## config.mk

```make
export PLATFORM = sky130hd
export DESIGN_NAME = gomoku_game_ctrl
export DESIGN_NICKNAME = d
export VERILOG_FILES = /design/src/rtl/gomoku_game_ctrl_pkg.sv /design/src/rtl/btn_sync_edge.sv /design/src/rtl/gomoku_game_ctrl.sv
export SDC_FILE = /design/constraint.sdc
export NUM_CORES = 1
export LEC_CHECK = 0
export BUFFER_PORTS_ARGS = -buffer_cell sky130_fd_sc_hd__buf_4
export CORE_MARGIN = 5
export CORE_UTILIZATION = 37
export CTS_CLUSTER_SIZE = 8
export DETAILED_ROUTE_END_ITERATION = 7
export GPL_TIMING_DRIVEN = 0
export PLACE_DENSITY = 0.66
export SYNTH_ARGS = -nofsm -noshare
export SYNTH_HDL_FRONTEND = slang
export SYNTH_SLANG_ARGS = --single-unit
export TNS_END_PERCENT = 100
```

## constraint.sdc

```tcl
create_clock -name clk -period 14.38 [get_ports clk]
set_clock_uncertainty 0.05 [all_clocks]
set_input_delay 2.876 -clock clk [delete_from_list [all_inputs] [get_ports clk]]
set_output_delay 2.876 -clock clk [all_outputs]
set_load 0.05 [all_outputs]
```

## src/rtl/gomoku_game_ctrl_pkg.sv

```systemverilog
`default_nettype none
// ============================================================================
// gomoku_game_ctrl_pkg : shared board geometry, codes and helpers
// Rev 1.0
// ============================================================================
package gomoku_game_ctrl_pkg;

   localparam int BOARD_N = 10;
   localparam int WIN_LEN = 5;
   localparam int CUR_W   = 4;
   localparam int CELLS   = BOARD_N * BOARD_N;

   localparam logic [1:0] c_win_none  = 2'b00;
   localparam logic [1:0] c_win_black = 2'b01;
   localparam logic [1:0] c_win_white = 2'b10;
   localparam logic [1:0] c_win_draw  = 2'b11;

   typedef enum logic [1:0] {
      ST_IDLE   = 2'd0,
      ST_CHECK  = 2'd1,
      ST_DECIDE = 2'd2,
      ST_OVER   = 2'd3
   } state_t;

   // Line directions scanned by the win check: horizontal, vertical, diagonal, anti-diagonal
   localparam int c_dir_dr [4] = '{0, 1, 1, 1};
   localparam int c_dir_dc [4] = '{1, 0, 1, -1};

   function automatic int cell_idx(input int row, input int col);
      return row * BOARD_N + col;
   endfunction

endpackage
`default_nettype wire

```

## src/rtl/btn_sync_edge.sv

```systemverilog
`default_nettype none
// ============================================================================
// btn_sync_edge : 2-FF synchronizer followed by a rising-edge pulse
// Rev 1.0
// ============================================================================
module btn_sync_edge (
   input  logic clk,
   input  logic rst,
   input  logic btn,
   output logic pulse
);

   logic r_s1, r_s2, r_s3;

   always_ff @(posedge clk or posedge rst) begin
      if (rst) begin
         r_s1 <= 1'b0;
         r_s2 <= 1'b0;
         r_s3 <= 1'b0;
      end else begin
         r_s1 <= btn;
         r_s2 <= r_s1;
         r_s3 <= r_s2;
      end
   end

   assign pulse = r_s2 & ~r_s3;

endmodule
`default_nettype wire

```

## src/rtl/gomoku_game_ctrl.sv

```systemverilog
`default_nettype none
// ============================================================================
// gomoku_game_ctrl : cursor, stone placement and sequential five-in-a-row check
// Rev 1.0
// ============================================================================
module gomoku_game_ctrl
   import gomoku_game_ctrl_pkg::*;
(
   input  logic                       clk,
   input  logic                       rst,
   input  logic                       btn_up,
   input  logic                       btn_down,
   input  logic                       btn_left,
   input  logic                       btn_right,
   input  logic                       btn_place,
   input  logic                       btn_restart,
   output logic [BOARD_N*BOARD_N-1:0] board_black,
   output logic [BOARD_N*BOARD_N-1:0] board_white,
   output logic [CUR_W-1:0]           cursor_row,
   output logic [CUR_W-1:0]           cursor_col,
   output logic                       turn,
   output logic                       busy,
   output logic                       game_over,
   output logic [1:0]                 winner,
   output logic                       illegal,
   output logic [6:0]                 move_count
);

   localparam int c_b_right   = 0;
   localparam int c_b_left    = 1;
   localparam int c_b_down    = 2;
   localparam int c_b_up      = 3;
   localparam int c_b_place   = 4;
   localparam int c_b_restart = 5;

   logic [5:0] w_btn_raw;
   logic [5:0] w_pulse;

   assign w_btn_raw = {btn_restart, btn_place, btn_up, btn_down, btn_left, btn_right};

   genvar gi;
   generate
      for (gi = 0; gi < 6; gi++) begin : g_btn
         btn_sync_edge u_sync (
            .clk   (clk),
            .rst   (rst),
            .btn   (w_btn_raw[gi]),
            .pulse (w_pulse[gi])
         );
      end
   endgenerate

   logic [CELLS-1:0] r_black, r_white;
   logic [CUR_W-1:0] r_row, r_col, r_pl_row, r_pl_col;
   logic             r_turn, r_busy, r_over, r_illegal, r_pl_white, r_alive, r_win;
   logic [1:0]       r_winner;
   logic [6:0]       r_count;
   logic [4:0]       r_probe;
   logic [3:0]       r_run;
   state_t           r_state;

   logic [1:0]       w_dir;
   int               w_dist, w_pr, w_pc;
   logic             w_inb, w_alive, w_hit, w_occ;
   logic [6:0]       w_pidx, w_cur_idx;
   logic [3:0]       w_run;
   logic [CUR_W-1:0] w_row_nxt, w_col_nxt;

   // Probe p: direction p[4:3], sense p[2] (1 = negative), distance p[1:0]+1
   always_comb begin
      w_dir     = r_probe[4:3];
      w_dist    = int'(r_probe[1:0]) + 1;
      if (r_probe[2]) w_dist = -w_dist;
      w_pr      = int'(r_pl_row) + w_dist * c_dir_dr[w_dir];
      w_pc      = int'(r_pl_col) + w_dist * c_dir_dc[w_dir];
      w_inb     = (w_pr >= 0) && (w_pr < BOARD_N) && (w_pc >= 0) && (w_pc < BOARD_N);
      w_pidx    = w_inb ? 7'(cell_idx(w_pr, w_pc)) : 7'd0;
      w_alive   = (r_probe[1:0] == 2'd0) ? 1'b1 : r_alive;
      w_hit     = w_alive && w_inb && (r_pl_white ? r_white[w_pidx] : r_black[w_pidx]);
      w_run     = r_run + {3'd0, w_hit};
      w_cur_idx = 7'(cell_idx(int'(r_row), int'(r_col)));
      w_occ     = r_black[w_cur_idx] | r_white[w_cur_idx];
   end

   always_comb begin
      w_row_nxt = r_row;
      w_col_nxt = r_col;
      if (w_pulse[c_b_up]) begin
         if (r_row != '0) w_row_nxt = r_row - CUR_W'(1);
      end else if (w_pulse[c_b_down]) begin
         if (r_row != CUR_W'(BOARD_N - 1)) w_row_nxt = r_row + CUR_W'(1);
      end else if (w_pulse[c_b_left]) begin
         if (r_col != '0) w_col_nxt = r_col - CUR_W'(1);
      end else if (w_pulse[c_b_right]) begin
         if (r_col != CUR_W'(BOARD_N - 1)) w_col_nxt = r_col + CUR_W'(1);
      end
   end

   always_ff @(posedge clk or posedge rst) begin
      if (rst) begin
         r_black    <= '0;
         r_white    <= '0;
         r_row      <= CUR_W'(BOARD_N / 2);
         r_col      <= CUR_W'(BOARD_N / 2);
         r_turn     <= 1'b0;
         r_busy     <= 1'b0;
         r_over     <= 1'b0;
         r_winner   <= c_win_none;
         r_illegal  <= 1'b0;
         r_count    <= '0;
         r_state    <= ST_IDLE;
         r_probe    <= '0;
         r_run      <= '0;
         r_alive    <= 1'b0;
         r_win      <= 1'b0;
         r_pl_row   <= '0;
         r_pl_col   <= '0;
         r_pl_white <= 1'b0;
      end else begin
         r_illegal <= 1'b0;
         if (w_pulse[c_b_restart]) begin
            // New game: cursor deliberately keeps its position
            r_black  <= '0;
            r_white  <= '0;
            r_turn   <= 1'b0;
            r_busy   <= 1'b0;
            r_over   <= 1'b0;
            r_winner <= c_win_none;
            r_count  <= '0;
            r_state  <= ST_IDLE;
            r_win    <= 1'b0;
         end else begin
            case (r_state)
               ST_IDLE: begin
                  if (w_pulse[c_b_place]) begin
                     if (w_occ) begin
                        r_illegal <= 1'b1;
                     end else begin
                        if (r_turn) r_white[w_cur_idx] <= 1'b1;
                        else        r_black[w_cur_idx] <= 1'b1;
                        r_count    <= r_count + 7'd1;
                        r_pl_row   <= r_row;
                        r_pl_col   <= r_col;
                        r_pl_white <= r_turn;
                        r_busy     <= 1'b1;
                        r_probe    <= '0;
                        r_run      <= '0;
                        r_win      <= 1'b0;
                        r_state    <= ST_CHECK;
                     end
                  end else begin
                     r_row <= w_row_nxt;
                     r_col <= w_col_nxt;
                  end
               end
               ST_CHECK: begin
                  r_alive <= w_hit;
                  r_run   <= w_run;
                  if (r_probe[2:0] == 3'd7) begin
                     r_run <= '0;
                     if (int'(w_run) + 1 >= WIN_LEN) r_win <= 1'b1;
                  end
                  r_probe <= r_probe + 5'd1;
                  if (r_probe == 5'd31) r_state <= ST_DECIDE;
               end
               ST_DECIDE: begin
                  r_busy <= 1'b0;
                  if (r_win) begin
                     r_over   <= 1'b1;
                     r_winner <= r_pl_white ? c_win_white : c_win_black;
                     r_state  <= ST_OVER;
                  end else if (r_count == 7'(CELLS)) begin
                     r_over   <= 1'b1;
                     r_winner <= c_win_draw;
                     r_state  <= ST_OVER;
                  end else begin
                     r_turn  <= ~r_turn;
                     r_state <= ST_IDLE;
                  end
               end
               ST_OVER: begin
                  if (!w_pulse[c_b_place]) begin
                     r_row <= w_row_nxt;
                     r_col <= w_col_nxt;
                  end
               end
               default: r_state <= ST_IDLE;
            endcase
         end
      end
   end

   assign board_black = r_black;
   assign board_white = r_white;
   assign cursor_row  = r_row;
   assign cursor_col  = r_col;
   assign turn        = r_turn;
   assign busy        = r_busy;
   assign game_over   = r_over;
   assign winner      = r_winner;
   assign illegal     = r_illegal;
   assign move_count  = r_count;

endmodule
`default_nettype wire

```

==> results of run 1 <==
[worst max path at each step]
stage	startpoint	to	slack (ns)	depth (start not counted)
after floorplan	r_probe[2]$_DFFE_PP0P_	r_win$_DFFE_PP0P_	2.73	43
after global placement	r_probe[2]$_DFFE_PP0P_	r_win$_DFFE_PP0P_	0.09	44
after CTS	r_probe[2]$_DFFE_PP0P_	r_win$_DFFE_PP0P_	0.36	44
after detailed placement	r_probe[2]$_DFFE_PP0P_	r_win$_DFFE_PP0P_	0.03	44
final	r_probe[2]$_DFFE_PP0P_	r_win$_DFFE_PP0P_	0.70	44
after global routing	r_probe[2]$_DFFE_PP0P_	r_win$_DFFE_PP0P_	-0.002	44
[worst max-delay path: cells and delay by family (launching register included)]
kind                       cells  cell delay (ns)
and+or+nand+nor               12             3.92
muxes                          1             0.27
AOI/OAI and AO/OA              9             1.82
DFF                            1             0.42
buffers and inverters         11             1.90
adders and majority gates     11             5.13
[registers in the layout (all words and copies together) (netlist names), 2 cells and up]
| register | cells |
|---|---|
| r_pl_row | 4 |
| g_btn.u_sync.r_s1 | 6 |
| g_btn.u_sync.r_s2 | 6 |
| r_state | 2 |
| board_black | 100 |
| cursor_row | 4 |
| r_probe | 5 |
| cursor_col | 4 |
| r_pl_col | 4 |
| g_btn.u_sync.r_s3 | 6 |
| winner | 2 |
| move_count | 7 |
| board_white | 100 |
| r_run | 4 |
[routing by layer]
metal  vias up  part of all wire (%)  track usage, %
li1       8643                     -               -
met1     10188                    40           36.16
met2      1200                    46           43.48
met3       202                    10           6.370
met4         2                   4.2           9.941
met5         -                 0.014               0
[through the flow]
stage / util (%) / setup WS (ns)
after floorplan: - / 2.730
after global placement: 42.07 / 0.09212
after detailed placement: 42.18 / 0.02514
after CTS: 44.06 / 0.3585
after global routing: 44.13 / -0.002113
final: 44.13 / 0.7032
[cell families (layout without fill, tap and decap cells)]
kind of cell    after synthesis  after routing
compound gates              569            569
xor+xnor                     62             62
fa+ha+maj                   288            288
buf+inv                     388            672
flops                       261            261
mux                         119            119
other cells                   0              1
simple gates                647            647
[timing repair]
action	CTS	global route
setup endpoints to repair	1	1
resized for setup	1	3
setup buffers	0	3
pin swaps	0	0
cloned	0	0
[layout make-up]
| cell class | instances | area [um^2] | share of cell area, % |
|---|---|---|---|
| Sequential cell | 261 | 6536 | 25.62 |
| Timing Repair Buffer | 233 | 1789 | 7.014 |
| Tap cell | 765 | 957.2 | 3.752 |
| Clock inverter | 4 | 63.81 | 0.2501 |
| Buffer | 147 | 686.9 | 2.693 |
| Antenna cell | 1 | 2.502 | 0.009810 |
| Clock buffer | 47 | 1016 | 3.983 |
| Inverter | 241 | 919.6 | 3.605 |
| Multi-Input combinational cell | 1685 | 13540 | 53.07 |
[layout by cell type (no fill, tap or decap), drive strengths merged, types with 7 or more instances in the layout]
master,Yosys,routed
a21o,18,18
o311ai,7,7
a211o,10,10
a31oi,26,26
nand2,123,123
xnor2,43,43
o21ai,69,69
and3,11,11
nand3b,8,8
and2,14,14
nor3,35,35
nand3,44,44
or2,9,9
dfrtp,257,257
nor4,11,11
mux2i,43,43
xor2,19,19
o2111ai,13,13
nor2b,17,17
clkbuf,108,155
fa,135,135
mux2,32,32
nand4,14,14
mux4,44,44
nand2b,25,25
nor2,301,301
ha,153,153
a21oi,281,281
buf,39,272
o31ai,8,8
a211oi,15,15
o22ai,17,17
o221ai,10,10
o211ai,20,20
a2111oi,7,7
inv,240,239
a221oi,7,7
==> flow_summary_export.csv, run 1 <==
group,metric,value,unit
status,status,"finished clean",
detailed_routing,ant_nets,0,
global_route,grt_start_max_net_pins,131,
sta,finalSetupViolCount,0,
sta,final.period_utilization,95.11,%
sta,tns,0,ns
sta,finalMaxSlewViolations,0,
synth,ys.flop_type,"dfrtp_1",
die,io_pins,229,
sta,hold_violations,0,
critical_path,cp-end-kind,"flop",
synth,yosysTopAreaCell,"dfrtp_1",
synth,synth_top_area_share,29.71,%
clock_network,cts_hold_buf,0,
synth,async_reset_ff_share,100.0,%
clock_network,clkSlewWorstSetupHoldPaths,0.06,ns
clock_network,cts_tree,"yes",
critical_path,start_kind,"flop",
placement,io_buffers,228,
critical_path,cp_slowest_cell,"fa_1",
global_route,antenna_found_initial,1,
synth,synth_seq_cells,261,
cells_and_area,area_delta_synth_final,17.84,%
critical_path,critPathMaxStageDelay,0.78,ns
sta,slew_headroom,9.218,%
clock_network,htree_levels,2,
placement,dpl.hpwl,69000,um
die,rows,88,
synth,muxShareOfSynthArea,8.242,%
placement,dp_cells,3329,
clock_network,numCtsBuffers,39,
sta,worst_hold_slack,0.2943,ns
worst_hold_path,worstHoldStart,"g_btn[3].u_sync.r_s1$_DFF_PP0_",
synth,seq_area_frac_synth,30.19,%
die,die_h,251.9,um
placement,placed_area,24380,um^2
synth,syn_inst,2334,
synth,synth_common_cells,"nor2_1, a21oi_1, dfrtp_1, inv_1, ha_1",
synth,synth-xor-area-share,2.508,%
clock_network,clkLatencyLatePin,0.57,ns
synth,synth_compound_area_share,16.50,%
detailed_routing,drt_iter0_markers,2027,
die,coreArea,57810,um^2
detailed_routing,drtPass1Iterations,6,
critical_path,rr_endpoint,"r_win$_DFFE_PP0P_",
cells_and_area,nets,2904,
global_route,grt_pass1_vias,20595,
job,maxCapViolCount,0,
placement,gp_congestion,0.9990,
worst_hold_path,hold_end,"g_btn[3].u_sync.r_s2$_DFF_PP0_",
critical_path,reg2reg_setup_slack,0.70,ns
synth,synth_area,21650,um^2
cells_and_area,final_area,25510,um^2
critical_path,crit_required,14.72,ns
global_route,gr-total-overflow,0,
global_route,grt_usage,27.15,%
die,initial_core_util,37.45,%
critical_path,critPathKind,"flop to flop",
critical_path,crit_top_cell,"inv_1",
cells_and_area,instances_no_fill,3384,
worst_hold_path,hp-class,"flop to flop",
clock_network,clock_sinks,261,
worst_hold_path,hold_path_depth,0,
detailed_routing,avgViaCountPerCell,5.980,
die,die_w,251.9,um
detailed_routing,drc,0,
detailed_routing,avgRoutedWirePerCell,26.22,um
synth,synth.area.top_cells,"dfrtp_1, fa_1, ha_1",
critical_path,crit_arrival,14.01,ns
sta,layout_min_cycle_time,13.68,ns
critical_path,r2r_cells,44,
synth,avgSynthCellArea,9.275,um^2
synth,yosysWarnings,0,
clock_network,clock_path_buffers,3,
die,dieArea,63450,um^2
synth,synth_top_family_by_area,"adder cells",
detailed_routing,wl,88740,um
sta,fmax,0.07312,GHz
cells_and_area,nFillCells,5670,
global_route,grt_pass1_wl,132000,um
synth,synth_fa_ha_area_share,21.33,%
synth,yosysMostFrequentCell,"nor2_1",
detailed_routing,vias,20235,
synth,synth_nets,2630,
critical_path,crit_fanout,10,
critical_path,r2r-start,"r_probe[2]$_DFFE_PP0P_",
sta,worst_pin_slew,1.357,ns
synth,yosys.area_share.simple,13.88,%
synth,synth_edf_count,0,
cells_and_area,drive_gt1_share,16.46,%
synth,synth.distinct_cells,102,
clock_network,cts_root_buf,"clkbuf_16",
Power of run 1 is not shown: default switching activity piles up to over one toggle a cycle in this logic, so the estimate is an artifact.
==> run 2, diff against run 1 <==
--- a/config.mk
+++ b/config.mk
@@ -6,12 +6,14 @@
 export NUM_CORES = 1
 export LEC_CHECK = 0
 export BUFFER_PORTS_ARGS = -buffer_cell sky130_fd_sc_hd__buf_4
+export CELL_PAD_IN_SITES_DETAIL_PLACEMENT = 1
+export CELL_PAD_IN_SITES_GLOBAL_PLACEMENT = 2
 export CORE_MARGIN = 5
 export CORE_UTILIZATION = 37
 export CTS_CLUSTER_SIZE = 8
 export DETAILED_ROUTE_END_ITERATION = 7
 export GPL_TIMING_DRIVEN = 0
-export PLACE_DENSITY = 0.66
+export PLACE_DENSITY = 0.92
 export SYNTH_ARGS = -nofsm -noshare
 export SYNTH_HDL_FRONTEND = slang
 export SYNTH_SLANG_ARGS = --single-unit
==> flow_summary_export.csv, run 2 (synthesized netlist as in run 1, its figures left out) <==
group,metric,value,unit
critical_path,crit_required,14.74,ns
cells_and_area,area_delta_synth_final,18.03,%
sta,worst_hold_slack,0.2927,ns
clock_network,numCtsBuffers,38,
cells_and_area,final_common_cell,"nor2_1",
die,io_pins,229,
sta,final.period_utilization,93.52,%
critical_path,startpoint,"r_probe[2]$_DFFE_PP0P_",
sta,worst_slack,0.9314,ns
die,dieArea,63450,um^2
detailed_routing,vias,20643,
clock_network,clock_sinks,261,
global_route,grt_start_max_net_pins,133,
critical_path,crit_fanout,10,
sta,hold_violations,0,
clock_network,cts_root_buf,"clkbuf_16",
global_route,gr-total-overflow,0,
detailed_routing,drc,0,
detailed_routing,ant_nets,0,
status,status,"finished clean",
die,coreArea,57810,um^2
clock_network,htree_levels,2,
placement,io_buffers,228,
placement,dp_cells,3330,
die,rows,88,
cells_and_area,drive_gt1_share,16.67,%
global_route,antenna_found_initial,2,
critical_path,r2r-start,"r_probe[2]$_DFFE_PP0P_",
critical_path,critPathMaxStageDelay,0.73,ns
worst_hold_path,worstHoldStart,"g_btn[0].u_sync.r_s1$_DFF_PP0_",
detailed_routing,avgViaCountPerCell,6.093,
die,die_h,251.9,um
critical_path,cp_slowest_cell,"fa_1",
global_route,grt_usage,29.38,%
sta,fmax,0.07436,GHz
critical_path,start_kind,"flop",
sta,worst_pin_slew,1.282,ns
clock_network,clkLatencyLatePin,0.58,ns
job,maxCapViolCount,0,
clock_network,clock_path_buffers,3,
critical_path,cp-end-kind,"flop",
critical_path,critPathKind,"flop to flop",
clock_network,clkSlewWorstSetupHoldPaths,0.06,ns
placement,gp_congestion,0.9956,
detailed_routing,drt_iter0_markers,1804,
critical_path,crit_top_cell,"inv_1",
clock_network,cts_tree,"yes",
worst_hold_path,hp-class,"flop to flop",
critical_path,crit_arrival,13.81,ns
sta,finalMaxSlewViolations,0,
placement,pre_cts_ws,-0.2652,ns
cells_and_area,fin_util,44.20,%
detailed_routing,avgRoutedWirePerCell,28.06,um
die,initial_core_util,37.45,%
sta,rsz0062_at_grt,"no",
global_route,grt_pass1_wl,142200,um
sta,finalSetupViolCount,0,
sta,layout_min_cycle_time,13.45,ns
cells_and_area,layout_common_cells,"nor2_1, a21oi_1, dfrtp_1",
die,die_w,251.9,um
global_route,grt_pass1_vias,22282,
detailed_routing,drtPass1Iterations,6,
cells_and_area,nets,2908,
placement,dpl.hpwl,73860,um
detailed_routing,wl,95070,um
sta,slew_headroom,13.94,%
cells_and_area,nFillCells,6726,
cells_and_area,instances_no_fill,3388,
-- run 2: final timing paths --
path	end	slack [ns]	cells after the start
setup / recovery	r_win$_DFFE_PP0P_	0.93	44
hold / removal	g_btn[0].u_sync.r_s2$_DFF_PP0_	0.29	0
setup reg to reg	r_win$_DFFE_PP0P_	0.93	44
hold reg to reg	g_btn[0].u_sync.r_s2$_DFF_PP0_	0.29	0
max in group asynchronous	board_white[11]$_DFFE_PP0P_	11.09	3
min in group asynchronous	board_white[98]$_DFFE_PP0P_	2.22	2
-- run 2: per-stage QoR --
stage	area, um^2	TNS, ns
finish	25550	0
global route	25550	0
CTS	25440	0
detailed placement	24390	-0.2652
global placement	24320	-0.009631
floorplan	21650	0
-- run 2: area by class of cell --
cell class	instances	area (um^2)	area share [%]
Clock inverter	2	28.78	0.1126
Buffer	147	686.9	2.688
Clock buffer	48	1020	3.991
Antenna cell	1	2.502	0.009794
Inverter	241	919.6	3.599
Sequential cell	261	6536	25.58
Tap cell	765	957.2	3.746
Multi-Input combinational cell	1685	13550	53.04
Timing Repair Buffer	238	1848	7.233
-- run 2: timing repair --
action                                  CTS  global route
gates resized for setup                   1             6
pin swaps                                 0             3
setup buffers                             0             5
endpoints found under the setup margin    1             1
hold buffers                              0             0
-- run 2: routing by layer --
metal  share of wire, %  GRT usage [%]  vias to the layer above
met2                 46          46.71                     1090
met1                 41          39.15                    10626
li1                   -              -                     8654
met3                8.9          6.206                      271
met4                4.9          12.48                        2
met5              0.014              0                        -
-- run 2: critical path: cells and delay by family (launching register included) --
family	cells	cell delay, ns
compound gates	7	1.47
fa+ha+maj	11	5.20
buf+inv	12	2.27
flops	1	0.43
mux	1	0.28
simple gates	13	3.62
Power of run 2 is left out for the same reason.
